## config.mk

```make
export PLATFORM = sky130hd
export DESIGN_NAME = lfsr_err_counter
export DESIGN_NICKNAME = d
export VERILOG_FILES = /design/src/rtl/lfsr_err_counter.sv
export SDC_FILE = /design/constraint.sdc
export NUM_CORES = 1
export LEC_CHECK = 0
export ABC_AREA = 1
export CORE_MARGIN = 5
export CORE_UTILIZATION = 39
export CTS_CLUSTER_SIZE = 40
export DETAILED_ROUTE_END_ITERATION = 6
export DONT_BUFFER_PORTS = 1
export SETUP_SLACK_MARGIN = 0.5
export SYNTH_ARGS = -nofsm -noshare
export SYNTH_HDL_FRONTEND = slang
export SYNTH_SLANG_ARGS = --single-unit
```

## constraint.sdc

```tcl
create_clock -name clk -period 1.45 [get_ports clk]
set_input_delay 0.29 -clock clk [delete_from_list [all_inputs] [get_ports clk]]
set_output_delay 0.29 -clock clk [all_outputs]
set_load 0.01 [all_outputs]
```

## src/rtl/lfsr_err_counter.sv

```systemverilog
// Saturating error counter with synchronous clear.
//   clk       : rising-edge clock
//   RSTn      : asynchronous active-low reset
//   clr       : synchronous clear, wins over inc
//   inc       : count one error this cycle
//   cnt       : current count, sticks at all-ones
module lfsr_err_counter #(
  parameter int CNT_W = 16
) (
  input  logic             clk,
  input  logic             RSTn,
  input  logic             clr,
  input  logic             inc,
  output logic [CNT_W-1:0] cnt
);

  always_ff @(posedge clk or negedge RSTn) begin
    if (!RSTn) begin
      cnt <= '0;
    end else if (clr) begin
      cnt <= '0;
    end else if (inc && (cnt != '1)) begin
      cnt <= cnt + CNT_W'(1);
    end
  end

endmodule

```

# [Yosys cells after proc, flatten, opt, wreduce, memory -nomap -nowiden]
# Cells that the tools add are included.
[word_totals] reg_bits=16 in_bits=4 output_inout_bits=16 elab_cells=7
[op_classes] add_sub_neg=1 n_eq_ne=1 muxes=2 reduce_logical=2
[op_table] cell="2-to-1 mux 16 bit" count=2
[op_table] cell="adder 16 x 1 -> 16 bit, second input constant" count=1
[op_table] cell="inequality test 16 bit, second input constant" count=1
[op_table] cell="nonzero test 2 bit" count=1
[op_table] cell="logical AND 1 bit" count=1

# [Logic depth before layout (Yosys ltp)]
# Gate-level depths: netlist of the first run.
[logic_depth] ltp_word=4 mapped_depth=10 depth_no_buf=9

# [Worst setup path after synthesis of the first run]
# No wires, ideal clock.
[synth_path] kind="register -> register" start="register cnt[1]" end="register cnt[7]" setup_time_ns=0.066 arrival_ns=1.454 t_required_ns=1.384 path_slack_ns=-0.070 stages_incl_launch_ff=11 synth_period_minus_slack_ns=1.520 cell_sequence="dfrtp_1 ha_1 nand2_2 nor2_4 nand2_4 o21ai_4 nand2_4 inv_4 buf_12 nand2_1 nand2_1"
[synth_via] elab_chain_cells=3 elab_cells_between_ends=6 classes_between="1 x add/sub; 1 x eq/ne; 2 x mux; 2 x reduce/logical"
[synth_lines] element="start: declaration" line_no="14" source="output logic [CNT_W-1:0] cnt"
[synth_lines] element="start signal: assignment" line_no="23" source="cnt <= cnt + CNT_W'(1);"
[synth_lines] element="adder 16 x 1 -> 16 bit or inequality test 16 bit (tied branches)" line_no="23, 22"
[synth_lines] element="2-to-1 mux 16 bit or logical AND 1 bit (tied branches)" line_no="22" source="end else if (inc && (cnt != '1)) begin"
[synth_lines] element="2-to-1 mux 16 bit or nonzero test 2 bit (tied branches)"
# Several ways; a longest one is shown, not always the timed one. The select of a mux whose other input is x is not followed.
# A chain may end at the register's enable or synchronous reset.

# [Worst setup path in the final report of the first run]
[layout_path] start="register cnt[5]" end="register cnt[7]"
# The elaborated chain is that of the path after synthesis.

==> results of run 1 <==
worst paths after layout:
kind                              start      end  slack, ps  cells after the start
worst max-delay path             cnt[5]   cnt[7]         50                      8
worst min-delay path               RSTn   cnt[5]        120                      1
worst max register to register   cnt[5]   cnt[7]         50                      8
worst min register to register  cnt[14]  cnt[14]        610                      3
max in group asynchronous          RSTn   cnt[2]        810                      1
min in group clk                    clr  cnt[13]        170                      3
routing by layer:
metal	up-vias	GRT usage, %	part of all wire, %
met1	484	21.97	45
met3	2	4.822	5.3
met4	0	4.545	0.68
met2	23	26.91	49
li1	529	-	-
met5	-	0	0
critical path, delay by kind of cell, from the launching register on:
family          cells  cell delay, ps
buf+inv             1             120
simple gates        6             650
compound gates      1             160
flops               1             400
cell type report:
class                           count  area share (%)
Clock buffer                        4           2.513
Timing Repair Buffer               28           19.58
Inverter                           13           3.899
Timing Repair inverter              1          0.6066
Sequential cell                    16           27.90
Multi-Input combinational cell    112           42.89
Tap cell                           30           2.600
synth_stat cells:
cell type	number
nand4_1	9
or2_2	1
nand3_1	12
nor2_4	2
xor2_1	3
ha_1	1
buf_1	1
buf_2	1
a21oi_1	1
inv_1	11
nand2_4	2
xnor2_1	2
inv_4	1
nor3_1	1
nor2_1	14
nand2_2	2
dfrtp_1	16
o21bai_1	2
inv_2	1
buf_12	1
nand2_1	55
o21ai_4	1
o21ai_0	4
placed cells by master, fill, tap and decap left out, types with 3 or more instances in the layout:
cell type	n
nor2_4	4
clkbuf_4	3
nand2_1	49
nand2_2	6
o21ai_0	3
dfrtp_1	14
buf_6	18
xor2_1	3
nand4_1	9
buf_4	9
nand3_1	12
nor2_1	10
nand2_4	4
inv_1	10
cells by family (layout without fill, tap and decap cells):
logic type / after synthesis / count (layout) / synth area share [%]
compound gates: 8 / 8 / 5.428
xor+xnor: 5 / 5 / 4.223
fa+ha+maj: 1 / 1 / 1.206
buf+inv: 16 / 46 / 7.719
flops: 16 / 16 / 38.60
simple gates: 98 / 98 / 42.82
report_power, final:
| part | internal (mW) | switching, mW |
|---|---|---|
| sequential | 0.451 | 0.00594 |
| combinational | 0.0312 | 0.0547 |
| clock | 0.153 | 0.148 |
repair_timing:
| action | in CTS | in global routing |
|---|---|---|
| resized for setup | 23 | 17 |
| pin swaps | 7 | 4 |
| hold buffers | 1 | 0 |
| endpoints found under the setup margin | 32 | 48 |
| hold endpoints to repair | 16 | 0 |
| buffers inserted | 2 | 2 |
| cloned | 1 | 0 |
==> summary.txt, run 1 <==
Outcome
  – Status: complete, no violations

Synth
  – Post-Syn Area per Cell: 7.203 um2
  – Top cells by area, synth: dfrtp_1, nand2_1, nand3_1, nand4_1, nor2_1
  – Mapped Area: 0.001037 mm2
  – FF+latch count, synth: 16
  – Yosys top cell area share: between 30% and 40%
  – Synth unique cells: 23
  – Synth Instances: about 140
  – Largest area contributor in the netlist: dfrtp_1
  – Sequential area share after synthesis: 38.60%
  – Mapped Nets: roughly 150
  – Synth warn: 0

Place
  – # placed instances: 194
  – Hpwl dp: 1946 um
  – Routability Congestion: a little under 0.8
  – Port Buf Inserts: 0
  – Placed Area: between 0.001 and 0.0015 mm2
  – Worst slack, placed: 10.73 ps

Clock tree
  – Later-pin clock latency in the skew report: just under 300 ps
  – Num CTS Buffers: 3
  – CTS Root Cell: clkbuf_4
  – H-tree levels: 1
  – Worst-path clk slew: approximately 100 ps
  – Clk sinks: 16
  – Clk buf depth: 2
  – CTS tree: yes

Timing
  – RSZ-0062 raised after global routing: true
  – F_max: around 710 MHz
  – Final hold slack: around 120 ps
  – Fin. max-slew vios: 0
  – Worst Skew: 5.674 ps
  – Final setup fails: 0
  – Tmin final: roughly 1400 ps
  – Tcrit/Tclk final: a little over nine tenths
  – Setup TNS: 0 ps
  – Slew @ Worst Pin: approximately 750 ps
  – Final WS setup: ~48 ps
  – Slew HR: 50.33%
  – Final Hold Vio Count: 0

Finish
  – Number of flip-flops in the largest register: 16
  – Biggest register: cnt
  – Fin cells: 204
  – Fill count: 214
  – Final #Nets: between 150 and 200
  – Multi-input gate area: about 620 um2
  – ANT cells: 0
  – Fin area: around 0.0014 mm2
  – Layout Utilization: between 50% and 60%
  – Register Area: approximately 400 um2
  – Area growth from synthesis to layout: 39.20%
  – Top Registers: cnt x16
  – Share of cells above drive strength 1: between 30% and 40%

Pwr
  – Cell leakage power: 0.7270 nW
  – Worst vdd ir: between 0.0006 and 0.0007 V
  – Pwr Total: around 840 uW
  – Power Density: between 500 and 600 mW/mm2

Global routing
  – GRT overflow: 0
  – Largest net degree at the start of global routing: 17
  – Vias in the first global route: 993
  – GRT Overall Usage: ~17%
  – First-pass GRT wire length: around 4600 um
  – Initial antenna violation count: 0

Worst setup path
  – CP max FO: 7
  – Startpoint Class: flop
  – Worst Path Class, Setup: flop to flop
  – Crit path cell chain: nand2_1, nor2_4, nand2_4, o21ai_4, nand2_4, inv_6, nand2_1, nand2_1
  – Crit path DAT: around 1600 ps
  – Most common cell on crit path: nand2_1
  – Slowest stage delay, CP: ~400 ps
  – CP max stage cell: dfrtp_1
  – CP Capture Type: flop
  – CP required: between 1500 and 2000 ps

Routing
  – Residual DRC: 0
  – DRT Pass-1 Iters: 4
  – Final WL: roughly 2800 um
  – Post-DRT Antenna Nets: 0
  – Routed len/inst: 13.76 um
  – Iter 0 DRT Violations: 42
  – Via/cell ratio: between 5 and 6
  – Vias post-DR: slightly above 1k

Die
  – Die outline area: ~0.0038 mm2
  – Horiz. Die Dim: ~62 um
  – I/O pin count: 20
  – Height of the die: 61.57 um
  – Starting Density: 41.49%
  – Rows: 18
  – CORE AREA: 0.002500 mm2

Worst hold path
  – Tightest Hold Check Type: input pin to asynchronous set/reset pin

Run
  – Maxcap violations: 0
Power figures use the tool's default switching activity.
==> run 2: changes to the inputs <==
RECOVER_POWER = 100   (was not set)
==> run 2 against run 1 <==
Compared with the run above:
- critical path type unchanged
- utilization is 1.3 points lower
- combinational power shrank 2%
- critical endpoint unchanged
- die area unchanged
- maximum frequency increased by 0.12%
==> summary.txt, run 2 (synthesis gave the netlist of run 1 again) <==
Outcome
  – Status: complete, no violations

Worst hold path
  – Tightest Hold Check Type: input pin to asynchronous set/reset pin

Timing
  – F_max: 714.3 MHz (+0.12%)
  – Final Hold Vio Count: 0 (unchanged)
  – Tcrit/Tclk final: 96.55% (-0.11 points)
  – Slew @ Worst Pin: 879.0 ps (+133.9 ps)
  – Final WS setup: 50.07 ps (+1.632 ps)
  – RSZ-0062 raised after global routing: true
  – Setup TNS: 0 ps (unchanged)
  – Tmin final: 1400 ps (-1.632 ps)
  – Fin. max-slew vios: 0 (unchanged)
  – Worst Skew: 4.616 ps (-1.058 ps)
  – Final setup fails: 0 (unchanged)
  – Slew HR: 41.40% (-8.9 points)

Global routing
  – GRT overflow: 0 (unchanged)
  – Grt met3 use: 4.822% (unchanged)
  – Met1 Usage GRT: 21.97% (unchanged)
  – GRT Overall Usage: 16.75% (unchanged)
  – First-pass GRT wire length: 4643 um (unchanged)
  – Largest net degree at the start of global routing: 17 (unchanged)
  – Initial antenna violation count: 0 (unchanged)
  – Vias in the first global route: 993 (unchanged)
  – GR peak layer: met2
  – Met2 usage: 26.91% (unchanged)

Finish
  – Share of cells above drive strength 1: 31.03% (-1.7 points)
  – Number of flip-flops in the largest register: 16 (unchanged)
  – Register Area: 402.9 um2 (unchanged)
  – Most common cell after layout, fill and taps aside: nand2_1
  – Area growth from synthesis to layout: 36.19%
  – Biggest register: cnt
  – Multi-input gate area: 619.3 um2 (unchanged)
  – ANT cells: 0 (unchanged)
  – Fin area: 0.001413 mm2 (-2.2%)
  – Top Registers: cnt x16
  – Fin cells: 204 (unchanged)
  – Fill count: 218 (+1.9%)
  – Final #Nets: 180 (unchanged)
  – Most frequent cells in the layout: nand2_1, buf_6, dfrtp_1, nand3_1
  – Layout Utilization: 56.51% (-1.3 points)

Die
  – CORE AREA: 0.002500 mm2 (unchanged)
  – Starting Density: 41.49% (unchanged)
  – Horiz. Die Dim: 61.57 um (unchanged)
  – Die outline area: 0.003791 mm2 (unchanged)
  – Height of the die: 61.57 um (unchanged)
  – Rows: 18 (unchanged)
  – I/O pin count: 20 (unchanged)

Pwr
  – Clk pwr share: 35.7% (about the same)
  – Worst vdd ir: 0.0006103 V (+0.22%)
  – Power Density: 596.5 mW/mm2 (+2.0%)
  – Switching share of total power: 24.80% (+0.055 points)
  – Pint: 633.6 uW (-0.26%)
  – Logic pwr share: 10.0% (-0.2 points)
  – Sw Pwr: 209.0 uW (about the same)
  – Cell leakage power: 0.7002 nW (-3.7%)
  – Flop pwr share: 54.2% (about the same)

Worst setup path
  – Crit path DAT: 1630 ps (about the same)
  – Path depth of the worst reg2reg path: 8 (unchanged)
  – CP max FO: 7 (unchanged)
  – Startpoint Class: flop
  – CP Capture Type: flop
  – Worst Path Class, Setup: flop to flop
  – CP required: 1680 ps (about the same)

Clock tree
  – Clk buf depth: 2 (unchanged)
  – Later-pin clock latency in the skew report: 290 ps (about the same)
  – Clk sinks: 16 (unchanged)
  – Num CTS Buffers: 3 (unchanged)
  – H-tree levels: 1 (unchanged)
  – Worst-path clk slew: 100 ps (about the same)
  – CTS Root Cell: clkbuf_4
  – CTS tree: yes

Place
  – Worst slack, placed: 10.73 ps (unchanged)
  – # placed instances: 194 (unchanged)
  – Port Buf Inserts: 0 (unchanged)
  – Placed Area: 0.001225 mm2 (unchanged)
  – Routability Congestion: 0.7935 (unchanged)
  – Hpwl dp: 1946 um (unchanged)

Routing
  – Via/cell ratio: 5.127 (+0.77%)
  – Final WL: 2831 um (+0.86%)
  – Iter 0 DRT Violations: 45 (+7.1%)
  – Vias post-DR: 1046 (+0.77%)
  – Routed len/inst: 13.88 um (+0.86%)
  – Post-DRT Antenna Nets: 0 (unchanged)
  – DRT Pass-1 Iters: 4 (unchanged)
  – Residual DRC: 0 (unchanged)

Run
  – Maxcap violations: 0 (unchanged)
run 2: cell types whose count changed in the layout (fill, tap and decap cells not counted), sizes merged:
| cell | delta |
|---|---|
| dlymetal6s4s | -1 |
| clkbuf | +4 |
| buf | -3 |
run 2: cell type report:
| class | instances | area share (%) |
|---|---|---|
| clock buffer | 4 | 2.569 |
| inverter | 13 | 3.986 |
| multi-input combinational | 112 | 43.84 |
| sequential | 16 | 28.52 |
| tap | 30 | 2.657 |
| timing repair buffer | 28 | 17.80 |
| timing repair inverter | 1 | 0.6200 |
run 2: routing by layer:
layer / wire [um] / vias up
met5: 0 / -
met4: 23 / 0
met3: 177 / 4
met2: 1392 / 28
met1: 1238 / 485
li1: - / 529
run 2: worst max-delay path: stages (launching register included):
cell,delay (ps)
dfrtp_1,400
nand2_1,140
nor2_4,190
nand2_4,90
o21ai_4,160
nand2_4,120
inv_6,120
nand2_1,50
nand2_1,60
run 2: repair_timing:
action / in CTS / in global routing
setup endpoints to repair: 32 / 48
gates cloned: 1 / 0
setup buffers: 2 / 2
hold buffers: 1 / 0
gates resized for setup: 23 / 17
pin swaps: 7 / 4
endpoints found under the hold margin: 16 / 0
run 2: worst paths after layout:
path                       startpoint  endpoint  slack (ps)
min in group clk                  clr   cnt[13]         170
setup / recovery               cnt[5]    cnt[7]          50
max in group asynchronous        RSTn    cnt[2]         770
hold / removal                   RSTn    cnt[5]          80
setup reg to reg               cnt[5]    cnt[7]          50
hold reg to reg                cnt[9]    cnt[9]         620
run 2: power by group through the flow:
stage / logic [mW] / clock network, mW / registers, mW
final: 0.0845 / 0.301 / 0.457
after global routing: 0.0931 / 0.338 / 0.458
after floorplan: 0.0398 / 0 / 0.468
after detailed placement: 0.0603 / 0 / 0.463
after global placement: 0.0592 / 0 / 0.463
after CTS: 0.0808 / 0.319 / 0.457
run 2: metrics by stage:
| stage | total power, mW | hold slack [ps] |
|---|---|---|
| final | 0.8426 | 82.19 |
| after global routing | 0.8890 | 158.4 |
| after CTS | 0.8565 | 143.0 |
| after detailed placement | 0.5235 | -5.105 |
| after global placement | 0.5219 | -5.113 |
| after floorplan | 0.5075 | -5.591 |
==> run 3: changes to the inputs <==
CORE_UTILIZATION = 35   (was 39)
RECOVER_POWER = not set   (was 100)
==> run 3 against run 2 <==
Compared with the run above:
- sequential power about the same
- clock-buffer cell count is the same
- sequential cell count unchanged
- clock skew decreased by 1.8 ps
- non-clock buffer count unchanged
- die area rose by 9.5%
- utilization shrank 4.7 points
- routed wire length up 2.2%
- design area up 2.8%
- register-to-register slack about the same
- sequential share of layout area decreased by 0.70 points
- critical path depth rose by 1
==> summary.txt, run 3 (synthesis gave the netlist of run 1 again) <==
Die
  – Rows: 19 (+1)
  – Starting Density: 36.98% (-4.5 points)
  – Height of the die: 64.44 um (+4.7%)
  – CORE AREA: 0.002805 mm2 (+12%)
  – Horiz. Die Dim: 64.44 um (+4.7%)
  – Die outline area: 0.004153 mm2 (+9.5%)
  – I/O pin count: 20 (unchanged)

Worst setup path
  – Most common cell on crit path: nand2_4
  – Crit path DAT: 1630 ps (about the same)
  – Worst Path Class, Setup: flop to flop
  – CP max FO: 7 (unchanged)
  – Slowest stage delay, CP: 400 ps (about the same)
  – Path depth of the worst reg2reg path: 9 (+1)
  – CP Launch Point: cnt[0]
  – CP max stage cell: dfrtp_1
  – Crit path cell chain: ha_4, nand2_4, nor2_4, nand2_4, o21ai_4, nand2_4, inv_8, nand2_1, nand2_1
  – RR Endpoint: cnt[9]
  – CP bufs+invs: 1 (unchanged)
  – Startpoint Class: flop
  – Critical Path End: cnt[9]
  – Critical path's top delay family: simple AND/OR/NAND/NOR gates
  – Reg2reg setup slack: 60 ps (about the same)
  – CP required: 1690 ps (about the same)
  – Worst R2R Start: cnt[0]
  – Number of cells on the critical path: 9 (+1)
  – CP Capture Type: flop

Finish
  – Number of flip-flops in the largest register: 16 (unchanged)
  – Biggest register: cnt
  – Most common cell after layout, fill and taps aside: nand2_1
  – Register Area: 404.1 um2 (+0.31%)
  – Fin area: 0.001453 mm2 (+2.8%)
  – Share of cells above drive strength 1: 37.36% (+6.3 points)
  – Most frequent cells in the layout: nand2_1, buf_6, dfrtp_1
  – Fill count: 269 (+23%)
  – Top Registers: cnt x16
  – ANT cells: 0 (unchanged)
  – Multi-input gate area: 634.4 um2 (+2.4%)
  – Final #Nets: 180 (unchanged)
  – Area growth from synthesis to layout: 40.05%

Clock tree
  – H-tree levels: 1 (unchanged)
  – CTS Root Cell: clkbuf_4
  – Clk buf depth: 2 (unchanged)
  – CTS tree: yes
  – Clk sinks: 16 (unchanged)
  – Num CTS Buffers: 3 (unchanged)
  – Worst-path clk slew: 100 ps (about the same)
  – Later-pin clock latency in the skew report: 290 ps (about the same)

Timing
  – Final Hold Vio Count: 0 (unchanged)
  – Worst Skew: 2.770 ps (-1.846 ps)
  – Fin. max-slew vios: 0 (unchanged)
  – Slew HR: 49.97% (+8.6 points)
  – Final hold slack: 116.2 ps (+34.05 ps)
  – Tcrit/Tclk final: 95.73% (-0.82 points)
  – Slew @ Worst Pin: 750.5 ps (-128.4 ps)
  – Tmin final: 1388 ps (-11.84 ps)
  – Final setup fails: 0 (unchanged)
  – F_max: 720.4 MHz (+0.85%)
  – RSZ-0062 raised after global routing: true

Routing
  – Routed len/inst: 14.11 um (+1.7%)
  – Final WL: 2893 um (+2.2%)
  – Via/cell ratio: 5.166 (+0.75%)
  – Iter 0 DRT Violations: 44 (-2.2%)
  – Residual DRC: 0 (unchanged)
  – DRT Pass-1 Iters: 5 (+1)
  – Vias post-DR: 1059 (+1.2%)
  – Post-DRT Antenna Nets: 0 (unchanged)

Place
  – Port Buf Inserts: 0 (unchanged)
  – Routability Congestion: 0.8834 (+11%)
  – Placed Area: 0.001226 mm2 (+0.10%)
  – Hpwl dp: 2040 um (+4.8%)

Pwr
  – Cell leakage power: 0.7373 nW (+5.3%)
  – Power Density: 584.3 mW/mm2 (-2.0%)
  – Pwr Total: 848.8 uW (+0.74%)
  – Worst vdd ir: 0.0005666 V (-7.1%)

Global routing
  – Vias in the first global route: 1028 (+3.5%)
  – Largest net degree at the start of global routing: 17 (unchanged)
  – First-pass GRT wire length: 4892 um (+5.4%)
  – GRT Overall Usage: 15.05% (-1.7 points)
  – Initial antenna violation count: 0 (unchanged)
  – GRT overflow: 0 (unchanged)

Worst hold path
  – Tightest Hold Check Type: input pin to asynchronous set/reset pin

Run
  – Maxcap violations: 0 (unchanged)

Outcome
  – Status: complete, no violations
==> run 3: cell count changes in the layout (fill, tap and decap cells not counted), moves of 2 or more <==
cell	change
nand2_1	-7
buf_4	+3
nor2_2	+2
clkbuf_1	-4
nand2_2	+6
==> run 3: worst min-delay path by stage <==
stage	from	to	slack (ps)	cells past startpoint
2_1_floorplan	RSTn	cnt[0]	-6	0
3_3_place_gp	RSTn	cnt[0]	-5	0
3_5_place_dp	RSTn	cnt[3]	-5	0
4_1_cts	clr	cnt[4]	160	3
5_1_grt	clr	cnt[4]	160	3
6_report	RSTn	cnt[3]	120	1
==> run 3: timing repair <==
| item | in CTS | in global routing |
|---|---|---|
| setup endpoints to repair | 32 | 48 |
| resized for setup | 27 | 19 |
| pin swaps | 9 | 2 |
| endpoints found under the hold margin | 16 | 0 |
| setup buffers | 3 | 1 |
| cloned | 1 | 0 |
| hold buffers | 1 | 0 |
==> run 3: where the power goes <==
group | switching [mW] | leakage (nW) | total [mW] | internal (mW)
Clock | 0.154 | 0.0210 | 0.307 | 0.153
Combinational | 0.0553 | 0.499 | 0.0850 | 0.0296
Sequential | 0.00532 | 0.217 | 0.456 | 0.451
Total | 0.215 | 0.737 | 0.849 | 0.634
==> run 3: final cells by class <==
class,count,share of cell area [%]
Timing Repair Buffer,28,18.69
Timing Repair inverter,1,0.7752
Sequential cell,16,27.82
Inverter,13,3.876
Clock buffer,4,2.498
Tap cell,31,2.670
Multi-Input combinational cell,112,43.67
==> run 3: per-layer routing <==
metal | vias to the layer above | track usage, % | wire (um)
li1 | 530 | - | -
met2 | 30 | 25.64 | 1459
met4 | 0 | 5.277 | 46
met1 | 493 | 17.95 | 1241
met3 | 6 | 4.663 | 145
met5 | - | 0 | 0
==> run 3: through the flow <==
step	setup WS [ps]	cells	utilization, %	setup TNS (ps)
finish	61.91	205	51.78	0
global route	-30.34	205	51.78	-138.3
CTS	42.78	204	49.55	0
detailed placement	5.285	195	43.71	0
global placement	38.76	195	43.71	0
floorplan	-60.84	144	-	-625.8
